$ cat config.mk
export PLATFORM = sky130hd
export DESIGN_NAME = i2c_target_reg8
export DESIGN_NICKNAME = d
export VERILOG_FILES = /design/src/rtl/i2c_pkg.sv /design/src/rtl/i2c_line_filter.sv /design/src/rtl/i2c_target_reg8.sv
export SDC_FILE = /design/constraint.sdc
export NUM_CORES = 1
export LEC_CHECK = 0
export CORE_MARGIN = 4
export CORE_UTILIZATION = 25
export CTS_BUF_LIST = sky130_fd_sc_hd__clkbuf_8
export DETAILED_ROUTE_END_ITERATION = 10
export PLACE_DENSITY_LB_ADDON = 0.08
export SYNTH_ARGS = -nofsm -noshare
export SYNTH_HDL_FRONTEND = slang
export SYNTH_SLANG_ARGS = --single-unit
$ cat constraint.sdc
create_clock -name clk -period 2.1 [get_ports clk]
set_clock_uncertainty 0.15 [all_clocks]
set_input_delay 0.42 -clock clk [delete_from_list [all_inputs] [get_ports clk]]
set_output_delay 0.42 -clock clk [all_outputs]
set_load 0.1 [all_outputs]
$ cat src/rtl/i2c_pkg.sv
// Shared types and constants for the I2C register target.
package i2c_pkg;

    typedef enum logic [2:0] {
        IDLE,
        ADDR,
        ADDR_ACK,
        WR,
        WR_ACK,
        RD,
        RD_ACK
    } i2c_state_t;

    localparam logic I2C_ACK   = 1'b0;
    localparam logic I2C_NACK  = 1'b1;
    localparam int   BYTE_BITS = 8;

endpackage

$ cat src/rtl/i2c_line_filter.sv
// Two-flop synchronizer followed by a glitch filter: the output only follows
// the line once FILTER_LEN consecutive synchronized samples disagree with it.
module i2c_line_filter #(
    parameter int FILTER_LEN = 4
) (
    input  logic clk,
    input  logic rst,
    input  logic line_in,
    output logic line_out
);

    localparam int CW = (FILTER_LEN > 1) ? $clog2(FILTER_LEN) : 1;
    localparam logic [CW-1:0] CNT_LOAD = CW'(FILTER_LEN - 1);

    logic [1:0]    sync;
    logic [CW-1:0] cnt;

    // Down-counter reloads whenever the sample agrees with the output.
    always_ff @(posedge clk) begin
        if (rst) begin
            sync     <= 2'b11;
            cnt      <= CNT_LOAD;
            line_out <= 1'b1;
        end else begin
            sync <= {sync[0], line_in};
            if (sync[1] == line_out) begin
                cnt <= CNT_LOAD;
            end else if (cnt == '0) begin
                line_out <= sync[1];
                cnt      <= CNT_LOAD;
            end else begin
                cnt <= cnt - CW'(1);
            end
        end
    end

endmodule

$ cat src/rtl/i2c_target_reg8.sv
// I2C target exposing a single 8-bit register, writable from the bus or the fabric.
//   state    | meaning
//   IDLE     | bus ignored until START
//   ADDR     | shifting in address + R/W
//   ADDR_ACK | driving ACK for our address
//   WR       | shifting in a data byte
//   WR_ACK   | driving ACK for a written byte
//   RD       | driving register snapshot MSB-first
//   RD_ACK   | SDA released, sampling master ACK/NACK
module i2c_target_reg8
    import i2c_pkg::*;
#(
    parameter logic [6:0] DEV_ADDR   = 7'h50,
    parameter int         FILTER_LEN = 4
) (
    input  logic       clk,
    input  logic       rst,
    input  logic       scl_i,
    output logic       scl_o,
    output logic       scl_t,
    input  logic       sda_i,
    output logic       sda_o,
    output logic       sda_t,
    output logic [7:0] reg_out,
    output logic       reg_wr,
    input  logic [7:0] reg_in,
    input  logic       reg_in_valid,
    output logic       busy
);

    i2c_state_t state, state_nxt;

    logic       scl_f, sda_f, scl_q, sda_q;
    logic       scl_rise, scl_fall, start_det, stop_det;
    logic [3:0] bit_cnt;
    logic [7:0] rx_sh, tx_sh;
    logic       rw_bit, mst_ack;
    logic       byte_done, addr_match, wr_fire;

    i2c_line_filter #(.FILTER_LEN(FILTER_LEN)) u_scl_filter (
        .clk      (clk),
        .rst      (rst),
        .line_in  (scl_i),
        .line_out (scl_f)
    );

    i2c_line_filter #(.FILTER_LEN(FILTER_LEN)) u_sda_filter (
        .clk      (clk),
        .rst      (rst),
        .line_in  (sda_i),
        .line_out (sda_f)
    );

    always_ff @(posedge clk) begin
        if (rst) begin
            scl_q <= 1'b1;
            sda_q <= 1'b1;
        end else begin
            scl_q <= scl_f;
            sda_q <= sda_f;
        end
    end

    assign scl_rise   = scl_f & ~scl_q;
    assign scl_fall   = ~scl_f & scl_q;
    assign start_det  = scl_f & scl_q & sda_q & ~sda_f;
    assign stop_det   = scl_f & scl_q & ~sda_q & sda_f;
    assign byte_done  = (bit_cnt == 4'(BYTE_BITS));
    assign addr_match = (rx_sh[7:1] == DEV_ADDR);
    assign wr_fire    = (state == WR) && scl_fall && byte_done;

    always_ff @(posedge clk) begin
        if (rst) begin
            state <= IDLE;
        end else begin
            state <= state_nxt;
        end
    end

    // All protocol transitions happen on SCL falls so SDA only moves while SCL is low.
    always_comb begin
        state_nxt = state;
        if (stop_det) begin
            state_nxt = IDLE;
        end else if (start_det) begin
            state_nxt = ADDR;
        end else if (scl_fall) begin
            case (state)
                ADDR:     if (byte_done) state_nxt = addr_match ? ADDR_ACK : IDLE;
                ADDR_ACK: state_nxt = rw_bit ? RD : WR;
                WR:       if (byte_done) state_nxt = WR_ACK;
                WR_ACK:   state_nxt = WR;
                RD:       if (byte_done) state_nxt = RD_ACK;
                RD_ACK:   state_nxt = (mst_ack == I2C_ACK) ? RD : IDLE;
                default:  state_nxt = state;
            endcase
        end
    end

    always_comb begin
        sda_o = 1'b1;
        sda_t = 1'b1;
        case (state)
            ADDR_ACK, WR_ACK: begin
                sda_o = 1'b0;
                sda_t = 1'b0;
            end
            RD: begin
                sda_o = tx_sh[7];
                sda_t = tx_sh[7];
            end
            default: begin
                sda_o = 1'b1;
                sda_t = 1'b1;
            end
        endcase
    end

    assign scl_o = 1'b1;
    assign scl_t = 1'b1;

    always_ff @(posedge clk) begin
        if (rst) begin
            bit_cnt <= 4'd0;
            rx_sh   <= 8'h00;
            tx_sh   <= 8'h00;
            rw_bit  <= 1'b0;
            mst_ack <= I2C_NACK;
            reg_out <= 8'h00;
            reg_wr  <= 1'b0;
            busy    <= 1'b0;
        end else begin
            reg_wr <= wr_fire;
            if (wr_fire) begin
                reg_out <= rx_sh;
            end else if (reg_in_valid) begin
                reg_out <= reg_in;
            end

            if (stop_det) begin
                busy <= 1'b0;
            end else if (start_det) begin
                busy <= 1'b1;
            end

            if (start_det) begin
                bit_cnt <= 4'd0;
            end else if (scl_rise) begin
                if (state inside {ADDR, WR, RD}) begin
                    rx_sh   <= {rx_sh[6:0], sda_f};
                    bit_cnt <= bit_cnt + 4'd1;
                end
                if (state == RD_ACK) begin
                    mst_ack <= sda_f;
                end
            end else if (scl_fall) begin
                case (state)
                    ADDR:     if (byte_done) rw_bit <= rx_sh[0];
                    ADDR_ACK: begin
                        bit_cnt <= 4'd0;
                        tx_sh   <= reg_out;
                    end
                    WR_ACK:   bit_cnt <= 4'd0;
                    RD:       if (!byte_done) tx_sh <= {tx_sh[6:0], 1'b1};
                    RD_ACK:   begin
                        bit_cnt <= 4'd0;
                        tx_sh   <= reg_out;
                    end
                    default:  ;
                endcase
            end
        end
    end

endmodule

==> flow_metrics.env <==
export IMPL_yosys_top_cells_area="dfxtp_1, mux2i_1, a211oi_2"
export IMPL_synth_top_family_by_area="compound AO/OA/AOI/OAI gates"
export IMPL_first_pass_iters=4
export IMPL_fp_row_count=33
export IMPL_wirelength_um=5000
export IMPL_yosysMostFrequentCell="dfxtp_1"
export IMPL_initial_core_util=0.259
export IMPL_grt_pass1_vias=1671
export IMPL_synth_edf_count=0
export IMPL_crit_fanout=16
export IMPL_clock_latency_ps=300
export IMPL_grt_antenna_before_repair=0
export IMPL_htreeDepth=2
export IMPL_synthCells=234
export IMPL_ys_flop_type="dfxtp_1"
export IMPL_antenna_left=0
export IMPL_fp_dieH_um=100
export IMPL_avgSynthCellArea_sq_um=9.13
export IMPL_cts_buffers=5
export IMPL_endpoint_kind="output pin"
export IMPL_synthAdderAreaFrac=0.0234
export IMPL_root_buffer="clkbuf_8"
export IMPL_port_buffers=24
export IMPL_final_nets=276
export IMPL_via_per_inst=4.56
export IMPL_die_x_um=100
export IMPL_synth_seq_cells=47
export IMPL_core_sq_um=8260
export IMPL_power_density_nw_per_um2=615
export IMPL_crit_required_ps=1530
export IMPL_wl_per_cell_um=13.7
export IMPL_drt_iter0_drc=79
export IMPL_rrSetupSlack_ps=140
export IMPL_yosysTopAreaCellShare=0.440
export IMPL_yosysWarnings=0
export IMPL_cts_sinks=47
export IMPL_vdd_drop_max_mv=0.226
export IMPL_min_to="u_scl_filter.cnt[0]$_SDFF_PP1_"
export IMPL_leakage_nw=1.11
export IMPL_fmax_mhz=499
export IMPL_setup_ws_ps=97.7
export IMPL_crit_arrival_ps=1430
export IMPL_hold_viol_final=0
export IMPL_grt_pass1_wl_um=8510
export IMPL_synth_simple_area_share=0.176
export IMPL_seq_area_frac_synth=0.440
export IMPL_hold_path_class="flop to flop"
export IMPL_vias=1664
export IMPL_synthArstFlopShare=0
export IMPL_fin_crit_sh=0.953
export IMPL_yosys_top_cells_count="dfxtp_1, inv_1, nor2_1, mux2i_1, nand2_1"
export IMPL_total_power_mw=1.67
export IMPL_critPathKind="flop to output pin"
export IMPL_drv_slew=0
export IMPL_status="finished, final reports clean"
export IMPL_syn_to_final_growth_pct=27.0
export IMPL_io_pins=27
export IMPL_muxShareOfSynthArea=0.0843
export IMPL_grt_max_degree=33
export IMPL_yosys_area_top_type="dfxtp_1"
export IMPL_place_congestion=0.725
export IMPL_hold_path_depth=1
export IMPL_finalCriticalPeriod_ps=2000
export IMPL_drt_drc_violations_left=0
export IMPL_synth_compound_area_share=0.189
export IMPL_pre_cts_ws_ps=157
export IMPL_maxSlewHeadroom=0.655
export IMPL_rr_startpoint="bit_cnt[0]$_SDFFE_PP0P_"
export IMPL_ys_types=42
export IMPL_synth_xor_area_frac=0.0123
export IMPL_netlist_area_sq_um=2140
export IMPL_finalSetupViolations=0
export IMPL_die_area_sq_um=10100
export IMPL_groute_usage_overall=0.107
export IMPL_diodes=0
export IMPL_cts_tree="done"
export IMPL_start_kind="flop"
export IMPL_rr_worst_depth=7
export IMPL_rsz0062_at_grt="no"
export IMPL_dp_hpwl_um=3600
export IMPL_drive_above_1_share=0.196
export IMPL_grt_overflow=0
export IMPL_reg2reg_to="reg_out[6]$_SDFFE_PP0P_"
export IMPL_cts_hold_buf=0
export IMPL_tightest_slew_ps=517
export IMPL_path_clk_slew_ps=90
export IMPL_clock_path_buffers=2
export IMPL_cap_violations=0
export IMPL_hp_start="u_scl_filter.cnt[0]$_SDFF_PP1_"
## layout by cell type, fill, tap and decap left out, types with 5 or more instances in the layout
cell / instances
mux2i_1: 18
nor2_1: 19
inv_1: 20
o21ai_0: 9
clkdlybuf4s50_1: 12
dfxtp_1: 45
nand2_1: 15
or3_1: 5
a211oi_2: 8
clkbuf_8: 5
or2_2: 6
buf_12: 10
a21oi_1: 8
o22ai_1: 9
buf_4: 11
a221oi_1: 7
## cell families (layout without fill, tap and decap cells)
family,count (synthesis),after routing
compound gates,54,54
other cells,1,2
fa+ha+maj,4,4
xor+xnor,3,3
flops,47,47
mux,18,18
simple gates,71,71
buf+inv,36,61
## worst max-delay path by stage
stage / startpoint / endpoint / slack, ps / cells past startpoint
3_5_place_dp: bit_cnt[0]$_SDFFE_PP0P_ / reg_out[6]$_SDFFE_PP0P_ / 160 / 7
5_1_grt: state[0]$_SDFFE_PP0P_ / sda_t / 6 / 4
6_report: state[0]$_SDFFE_PP0P_ / sda_t / 100 / 4
2_1_floorplan: state[1]$_SDFFE_PP0P_ / sda_t / -30 / 6
3_3_place_gp: bit_cnt[0]$_SDFFE_PP0P_ / reg_out[3]$_SDFFE_PP0P_ / 180 / 7
4_1_cts: state[0]$_SDFFE_PP0P_ / sda_o / 90 / 4
## power by group
group | switching, mW | internal [mW]
clock | 0.324 | 0.235
sequential | 0.0153 | 0.904
combinational | 0.120 | 0.0724
## cell type report
cell class	count	area, sq um
Tap cell	105	131
Timing Repair Buffer	33	403
Multi-Input combinational cell	152	1070
Clock buffer	5	68.8
Inverter	20	75.1
Sequential cell	47	943
Fill cell	903	5540
Clock inverter	3	18.8
## state kept, by name, summed over array words and instances, names as in the netlist
name                   count
tx_sh                      8
scl_q                      1
rw_bit                     1
u_scl_filter.line_out      1
bit_cnt                    4
u_sda_filter.sync          2
mst_ack                    1
state                      3
u_scl_filter.cnt           2
u_sda_filter.cnt           2
reg_wr                     1
reg_out                    8
u_sda_filter.line_out      1
sda_q                      1
rx_sh                      8
u_scl_filter.sync          2
busy                       1
## what timing repair did
item                                    CTS  global route
endpoints found under the setup margin    2             1
pin swaps                                 0             0
resized for setup                         0             1
setup buffers                             1             0
## per-layer routing
metal,share of wire,GRT usage,vias to the layer above
met5,0,0,-
met4,0.012,0.0435,0
met3,0.029,0.0208,4
met2,0.43,0.155,18
met1,0.53,0.155,767
li1,-,-,875
## critical path, cell delays in order (launching register included)
cell and delay [ps]:
dfxtp_2 510, nand2b_4 210, nor2_4 40, a21oi_4 170, buf_12 200
## metrics by stage
stage                      util  instance area, sq um  hold slack [ps]  std cells  setup TNS, ps
after global routing      0.329                  2720              282        365              0
after global placement    0.317                  2620              216        356              0
final                     0.329                  2720              241        365              0
after detailed placement  0.317                  2620              220        356              0
after CTS                 0.328                  2710              244        365              0
after floorplan               -                  2200              208        235          -34.9
(Power assumes the default switching activity.)
